--- src/rtl/hazard_ctrl_mc.sv ---
// Hazard/interlock unit for the 5-stage pipeline.
// Interlocks, forwarding, mul/div busy tracking and memory-wait freeze.
// Optional stall-cause counters are built when HAZARD_PERF_EN is defined.
// Ports:
//   clk, resetn (async, active low)
//   stage valids and ID/EX/MEM/WB register fields and controls (inputs)
//   mem_ack, exc_flush, perf_clr (inputs)
//   stage stalls, ex/wb flush, ID/EX forward selects (outputs)
//   md_busy and perf_* counters (outputs)
module hazard_ctrl_mc #(
  parameter int AW     = 5,
  parameter int LAT_W  = 6,
  parameter int PERF_W = 32
) (
  input  logic              clk,
  input  logic              resetn,
  input  logic              id_valid,
  input  logic              ex_valid,
  input  logic              mem_valid,
  input  logic              wb_valid,
  input  logic [AW-1:0]     id_rs,
  input  logic [AW-1:0]     id_rt,
  input  logic              id_use_rs,
  input  logic              id_use_rt,
  input  logic              id_branch,
  input  logic              id_use_hilo,
  input  logic [AW-1:0]     ex_rs,
  input  logic [AW-1:0]     ex_rt,
  input  logic              ex_regwrite,
  input  logic              ex_memtoreg,
  input  logic [AW-1:0]     ex_waddr,
  input  logic              ex_md_start,
  input  logic [LAT_W-1:0]  ex_md_lat,
  input  logic              mem_regwrite,
  input  logic              mem_memtoreg,
  input  logic              mem_req,
  input  logic [AW-1:0]     mem_waddr,
  input  logic              mem_ack,
  input  logic              wb_regwrite,
  input  logic [AW-1:0]     wb_waddr,
  input  logic              exc_flush,
  input  logic              perf_clr,
  output logic              if_stall,
  output logic              id_stall,
  output logic              ex_stall,
  output logic              mem_stall,
  output logic              ex_flush,
  output logic              wb_flush,
  output logic              id_fwd1,
  output logic              id_fwd2,
  output logic [1:0]        ex_fwd1,
  output logic [1:0]        ex_fwd2,
  output logic              md_busy,
  output logic [PERF_W-1:0] perf_lu,
  output logic [PERF_W-1:0] perf_br,
  output logic [PERF_W-1:0] perf_md,
  output logic [PERF_W-1:0] perf_mem
);

  function automatic logic hit(
    input logic [AW-1:0] a,
    input logic [AW-1:0] w
  );
    return (a != '0) && (a == w);
  endfunction

  logic [LAT_W-1:0] md_cnt;
  logic             ex_src_hit;
  logic             mem_src_hit;
  logic             lu_stall;
  logic             br_stall;
  logic             md_pend;
  logic             md_stall;
  logic             mem_wait;
  logic             interlock;
  logic             md_accept;

  assign ex_src_hit  = (id_use_rs && hit(id_rs, ex_waddr))
                    || (id_use_rt && hit(id_rt, ex_waddr));
  assign mem_src_hit = (id_use_rs && hit(id_rs, mem_waddr))
                    || (id_use_rt && hit(id_rt, mem_waddr));

  assign lu_stall = id_valid && ex_valid && ex_regwrite
                 && ex_memtoreg && ex_src_hit;
  assign br_stall = id_valid && id_branch
                 && ((ex_valid && ex_regwrite && ex_src_hit)
                  || (mem_valid && mem_memtoreg && mem_src_hit));
  assign md_pend  = md_busy
                 || (ex_valid && ex_md_start && ex_md_lat != '0);
  assign md_stall = id_valid && id_use_hilo && md_pend;
  assign mem_wait = mem_valid && mem_req && !mem_ack;

  assign interlock = lu_stall || br_stall || md_stall;

  // Memory freeze holds the whole pipe and swallows any ID interlock.
  assign if_stall  = mem_wait || interlock;
  assign id_stall  = mem_wait || interlock;
  assign ex_stall  = mem_wait;
  assign mem_stall = mem_wait;
  assign wb_flush  = mem_wait;
  assign ex_flush  = exc_flush || (!mem_wait && interlock);

  assign id_fwd1 = id_valid && mem_valid && mem_regwrite
                && !mem_memtoreg && hit(id_rs, mem_waddr);
  assign id_fwd2 = id_valid && mem_valid && mem_regwrite
                && !mem_memtoreg && hit(id_rt, mem_waddr);

  always_comb begin
    ex_fwd1 = 2'b00;
    ex_fwd2 = 2'b00;
    if (ex_valid && mem_valid && mem_regwrite && hit(ex_rs, mem_waddr))
      ex_fwd1 = 2'b10;
    else if (ex_valid && wb_valid && wb_regwrite && hit(ex_rs, wb_waddr))
      ex_fwd1 = 2'b01;
    if (ex_valid && mem_valid && mem_regwrite && hit(ex_rt, mem_waddr))
      ex_fwd2 = 2'b10;
    else if (ex_valid && wb_valid && wb_regwrite && hit(ex_rt, wb_waddr))
      ex_fwd2 = 2'b01;
  end

  assign md_accept = ex_valid && ex_md_start && !ex_stall
                  && !exc_flush && ex_md_lat != '0;

  // Counter keeps draining during a freeze; the unit runs on its own.
  always_ff @(posedge clk or negedge resetn) begin
    if (!resetn)
      md_cnt <= '0;
    else if (md_accept)
      md_cnt <= ex_md_lat;
    else if (md_cnt != '0)
      md_cnt <= md_cnt - 1'b1;
  end

  assign md_busy = (md_cnt != '0);

`ifdef HAZARD_PERF_EN
  logic [PERF_W-1:0] lu_q, br_q, md_q, mem_q;

  always_ff @(posedge clk or negedge resetn) begin
    if (!resetn) begin
      lu_q  <= '0;
      br_q  <= '0;
      md_q  <= '0;
      mem_q <= '0;
    end else if (perf_clr) begin
      lu_q  <= '0;
      br_q  <= '0;
      md_q  <= '0;
      mem_q <= '0;
    end else begin
      if (!mem_wait && lu_stall) lu_q <= lu_q + 1'b1;
      if (!mem_wait && br_stall) br_q <= br_q + 1'b1;
      if (!mem_wait && md_stall) md_q <= md_q + 1'b1;
      if (mem_wait)              mem_q <= mem_q + 1'b1;
    end
  end

  assign perf_lu  = lu_q;
  assign perf_br  = br_q;
  assign perf_md  = md_q;
  assign perf_mem = mem_q;
`else
  logic unused_perf;
  assign unused_perf = perf_clr;
  assign perf_lu  = '0;
  assign perf_br  = '0;
  assign perf_md  = '0;
  assign perf_mem = '0;
`endif

endmodule

--- config.mk ---
export PLATFORM = sky130hd
export DESIGN_NAME = hazard_ctrl_mc
export DESIGN_NICKNAME = d
export VERILOG_FILES = /design/src/rtl/hazard_ctrl_mc.sv
export SDC_FILE = /design/constraint.sdc
export NUM_CORES = 1
export LEC_CHECK = 0
export ABC_AREA = 1
export CAP_MARGIN = 10
export CELL_PAD_IN_SITES_DETAIL_PLACEMENT = 1
export CELL_PAD_IN_SITES_GLOBAL_PLACEMENT = 1
export CORE_ASPECT_RATIO = 0.5
export CORE_MARGIN = 2
export CORE_UTILIZATION = 21
export DETAILED_ROUTE_END_ITERATION = 12
export PLACE_DENSITY = 0.91
export SLEW_MARGIN = 20
export SYNTH_ARGS = -nofsm -noshare
export SYNTH_HDL_FRONTEND = slang
export SYNTH_SLANG_ARGS = --single-unit
--- constraint.sdc ---
create_clock -name clk -period 5.5 [get_ports clk]
set_clock_uncertainty 0.2 [all_clocks]
set_input_delay 1.375 -clock clk [delete_from_list [all_inputs] [get_ports clk]]
set_output_delay 1.375 -clock clk [all_outputs]
set_load 0.02 [all_outputs]
Yosys cells after proc, flatten, opt, wreduce, memory -nomap -nowiden
Index checks and enable logic that the tools add are counted.

operators by class
  equal/unequal tests = 8
  reduce and logical (&&, ||, !) cells = 64
  $add $sub $neg = 1
  multiplexer cells = 6

operators with widths
  cell                   number
  $logic_and A1 B1 Y1    45
  $eq A5 B5 Y1           8
  $reduce_bool A5 Y1     4
  $mux W6                2
  $reduce_bool A6 Y1     2
  $logic_or A1 B1 Y1     8
  $sub A6 B1 Y6 const B  1
  $logic_not A1 Y1       4
  $mux W2                2
  $mux W1                2
  $reduce_bool A2 Y1     1

storage, ports and cells
  input port bits = 61
  bits in registers = 6
  logic and storage cells = 80

Logic depth before layout (Yosys ltp)
  depth in word-level cells = 11
  mapped depth = 13

Worst setup path after synthesis
No wires, ideal clock.

  kind = input port to output port
  from = input mem_waddr[2]
  to = output ex_fwd1[0]
  slack = 1.221 ns
  stages on the path = 5
  buffers on the path = 1
  data arrival time = 2.704 ns
  data required time = 3.925 ns
  cell sequence = clkbuf_2 xnor2_1 nand3_1 nor4_1 nor2_1

on the way
  longest elaborated chain between the ends = 4

RTL lines
  element              line  text
  from (decl)          37    input logic [AW-1:0] mem_waddr,
  $eq A5 B5 Y1         64    return (a != '0) && (a == w);
  $logic_and A1 B1 Y1  64
  $logic_and A1 B1 Y1  111   if (ex_valid && mem_valid && mem_regwrite && hit(ex_rs, mem_waddr))
  $mux W2              111
  to (decl)            51    output logic [1:0] ex_fwd1,

No other way between the ends.

Final worst setup path
  from = input mem_waddr[0]
  to = output ex_flush

on the way
  longest elaborated chain between the ends = 11
  elaborated cells on any way between the ends = 14
  those cells by class = eq/ne: 2; reduce/logical: 12

RTL lines
  element                                 line    text
  $eq A5 B5 Y1                            64
  $logic_and A1 B1 Y1                     64
  $logic_and A1 B1 Y1 (on tied branches)  80, 81
  $logic_or A1 B1 Y1 (*)                  81      || (id_use_rt && hit(id_rt, mem_waddr));
  $logic_and A1 B1 Y1 (*)                 87      || (mem_valid && mem_memtoreg && mem_src_hit));
  $logic_or A1 B1 Y1 (*)                  87
  $logic_and A1 B1 Y1 (*)                 86      && ((ex_valid && ex_regwrite && ex_src_hit)
  $logic_or A1 B1 Y1 (*) (2 in series)    93      assign interlock = lu_stall || br_stall || md_stall;
  $logic_and A1 B1 Y1 (*)                 101     assign ex_flush = exc_flush || (!mem_wait && interlock);
  $logic_or A1 B1 Y1 (*)                  101
  to (decl)                               47      output logic ex_flush,

Mark *: on every way between the ends. The rest lies on a longest branch, timed or not.

==> insert_results.sql <==
INSERT INTO impl_metrics (metric_group, metric, value, unit) VALUES
('status', 'run_status', 'finished clean', ''),
('yosys', 'synth_xor_area_frac', '0.0602', ''),
('yosys', 'synthMuxAreaShare', '0.00459', ''),
('yosys', 'synth-compound-area-share', '0.0557', ''),
('cts', 'cts_resized', '0', ''),
('yosys', 'post_synth_inst_count', '355', ''),
('floorplanning', 'dieWidth', '148', 'um'),
('yosys', 'yosysUniqueCellTypes', '29', ''),
('grt', 'grt_first_pass_wirelength', '8880', 'um'),
('power', 'worst_ir_drop_vdd', '0.0856', 'mV'),
('placement', 'finalWeightedCongestion', '0.843', ''),
('cts', 'clock_insertion_delay_worst_skew', '0.23', 'ns'),
('timing', 'setup-tns-final', '0', 'ns'),
('yosys', 'yosysMostFrequentCell', 'sky130_fd_sc_hd__buf_4', ''),
('finish', 'final.fill_count', '1323', ''),
('floorplanning', 'ioPinCount', '202', ''),
('yosys', 'synth.yosys.seq_area_share', '0.0688', ''),
('power', 'cellPowerDensity', '191', 'nW/um^2'),
('timing', 'drv_slew', '0', ''),
('yosys', 'synth_top_cells_by_area', 'sky130_fd_sc_hd__buf_4, sky130_fd_sc_hd__nand2_1, sky130_fd_sc_hd__inv_1, sky130_fd_sc_hd__dfrtp_1, sky130_fd_sc_hd__nor2_1', ''),
('finish', 'finish.net_count', '489', ''),
('finish', 'post_route_cells_drive_above_1_share', '0.0259', ''),
('finish', 'core_utilization_of_the_finished_layout', '0.260', ''),
('route', 'remaining_drc_errors', '0', ''),
('cts', 'clock_tree.root_cell', 'sky130_fd_sc_hd__clkbuf_16', ''),
('power', 'cellLeakagePower', '1.40', 'nW'),
('finish', 'multi_input_area', '1370', 'sq um'),
('grt', 'grt_pass1_vias', '1912', ''),
('yosys', 'synth-edff-count', '0', ''),
('timing', 'fmax', '195', 'MHz'),
('timing', 'finalSetupViolations', '0', ''),
('placement', 'port_buffers', '72', ''),
('route', 'vias', '2011', ''),
('floorplanning', 'coreArea', '10100', 'sq um'),
('setup_path', 'cp_top_family', 'buffers and inverters', ''),
('setup_path', 'worstSetupPathType', 'input port to output port', ''),
('yosys', 'postSynth.asyncResetShare', '1.00', ''),
('timing', 'final-hold-violation-count', '0', ''),
('route', 'drt_wl_total', '5860', 'um'),
('setup_path', 'critPathMaxStageDelay', '0.63', 'ns'),
('job', 'timing.max_cap.violations', '0', ''),
('route', 'violation_count_after_the_first_detailed_routing_iteration', '46', ''),
('power', 'power.total', '0.505', 'mW'),
('yosys', 'postSynth.topFlopCell', 'sky130_fd_sc_hd__dfrtp_1', ''),
('grt', 'globalRouteOverflowTotal', '0', ''),
('route', 'detail_route.vias_per_cell', '3.56', ''),
('setup_path', 'timing.critical_path.required', '3.92', 'ns'),
('yosys', 'synth_top_area_cell', 'sky130_fd_sc_hd__buf_4', ''),
('yosys', 'synth_top_area_share', '0.451', ''),
('setup_path', 'critical_path.max_fanout', '6', ''),
('setup_path', 'worst_setup_path_end_kind', 'output port', ''),
('yosys', 'syn_area_per_cell', '6.14', 'sq um'),
('cts', 'postCtsSetupBuffers', '0', ''),
('setup_path', 'cp.buffers_inverters', '2', ''),
('cts', 'h-tree-depth', '1', ''),
('cts', 'cts.clk_slew.worst_paths', '0.03', 'ns'),
('route', 'detail_route.wl_per_cell', '10.4', 'um'),
('yosys', 'largest_family_of_logic_cells_by_synthesized_area', 'buffers and inverters', ''),
('cts', 'hold_buffers', '0', ''),
('placement', 'dp.final_hpwl', '5370', 'um'),
('finish', 'reg_with_most_ffs', 'md_cnt', ''),
('floorplanning', 'fp.dieH', '76.1', 'um'),
('setup_path', 'cp.arrival', '3.54', 'ns'),
('finish', 'num_antenna_cells', '0', ''),
('cts', 'numCtsBuffers', '3', ''),
('cts', 'tritoncts', 'built', ''),
('route', 'antenna_violating_nets_post_route', '0', ''),
('yosys', 'synthAdderAreaFrac', '0.00574', ''),
('yosys', 'flop_and_latch_count_out_of_synthesis', '6', ''),
('route', 'number_of_optimization_iterations_in_the_first_detailed_route_pass', '4', ''),
('timing', 'final_period_utilization', '0.931', '');
-- where the power goes --
part / switching [mW] / leakage [nW] / internal (mW)
Clock: 0.0238 / 0.0370 / 0.0932
Combinational: 0.186 / 1.29 / 0.111
Sequential: 0.0232 / 0.0721 / 0.0680
-- cell families (layout without fill, tap and decap cells) --
family | count (synthesis) | in the layout
xor gates and xnor gates | 15 | 15
AOI/OAI and AO/OA | 19 | 19
buffers and inverters | 173 | 116
muxes | 1 | 1
other | 1 | 128
adders and majority gates | 1 | 1
DFF | 6 | 6
and+or+nand+nor | 139 | 139
-- cell usage in the layout (no fill, tap or decap) --
cell type / netlist / layout
sky130_fd_sc_hd__or2_4: 1 / 1
sky130_fd_sc_hd__ha_1: 1 / 1
sky130_fd_sc_hd__xor2_1: 4 / 4
sky130_fd_sc_hd__nor2_8: 1 / 1
sky130_fd_sc_hd__o211ai_1: 2 / 2
sky130_fd_sc_hd__nor3_1: 4 / 4
sky130_fd_sc_hd__o22ai_1: 4 / 4
sky130_fd_sc_hd__nor2_2: 1 / 1
sky130_fd_sc_hd__a221oi_1: 1 / 1
sky130_fd_sc_hd__nand2_1: 71 / 71
sky130_fd_sc_hd__nand2_2: 1 / 1
sky130_fd_sc_hd__nor4_1: 3 / 3
sky130_fd_sc_hd__xnor2_1: 11 / 11
sky130_fd_sc_hd__dfrtp_1: 6 / 6
sky130_fd_sc_hd__o31ai_1: 2 / 2
sky130_fd_sc_hd__conb_1: 1 / 128
sky130_fd_sc_hd__o21ai_0: 5 / 5
sky130_fd_sc_hd__inv_1: 41 / 41
sky130_fd_sc_hd__nand3b_1: 1 / 1
sky130_fd_sc_hd__nand3_1: 18 / 18
sky130_fd_sc_hd__or3b_2: 1 / 1
sky130_fd_sc_hd__clkbuf_16: 0 / 3
sky130_fd_sc_hd__mux2i_1: 1 / 1
sky130_fd_sc_hd__a21oi_1: 3 / 3
sky130_fd_sc_hd__clkdlybuf4s50_1: 0 / 72
sky130_fd_sc_hd__a21oi_2: 2 / 2
sky130_fd_sc_hd__nor2_1: 30 / 30
sky130_fd_sc_hd__nand4_1: 6 / 6
sky130_fd_sc_hd__or2_2: 1 / 1
-- stage by stage --
stage	setup WS [ns]	hold slack, ns	cells	area, sq um
6_report	0.380	0.376	565	2640
5_1_grt	0.160	0.399	565	2640
4_1_cts	0.338	0.388	565	2640
3_5_place_dp	0.342	0.369	562	2560
3_3_place_gp	0.457	0.339	562	2560
2_1_floorplan	1.22	0.315	482	2660
-- final timing paths --
check,start,slack [ns],endpoint,cells past startpoint
min,md_cnt[1],0.38,md_cnt[1],2
min reg2reg,md_cnt[1],0.38,md_cnt[1],2
max,mem_waddr[0],0.38,ex_flush,13
max reg2reg,md_cnt[0],3.78,md_cnt[1],8
min in group asynchronous,resetn,1.19,md_cnt[4],1
max in group asynchronous,resetn,3.71,md_cnt[1],1
-- area by class of cell --
class / instances / area share
clock buffers: 3 / 0.0284
inverters: 41 / 0.0583
multi-input cells: 303 / 0.517
flip-flops and latches: 6 / 0.0569
well taps: 140 / 0.0664
repair buffers: 72 / 0.273
-- per-layer routing --
layer,GRT usage,vias to the layer above,share of wire
li1,-,984,-
met1,0.0909,950,0.33
met2,0.209,67,0.60
met3,0.00719,10,0.043
met4,0.0390,0,0.023
met5,0,-,0
-- worst min-delay path, stage by stage, from the launching register on --
cell and delay, ns:
sky130_fd_sc_hd__dfrtp_1 0.37, sky130_fd_sc_hd__nand3_1 0.08, sky130_fd_sc_hd__nand3_1 0.09
No activity file was read; power rests on OpenSTA's default activity.
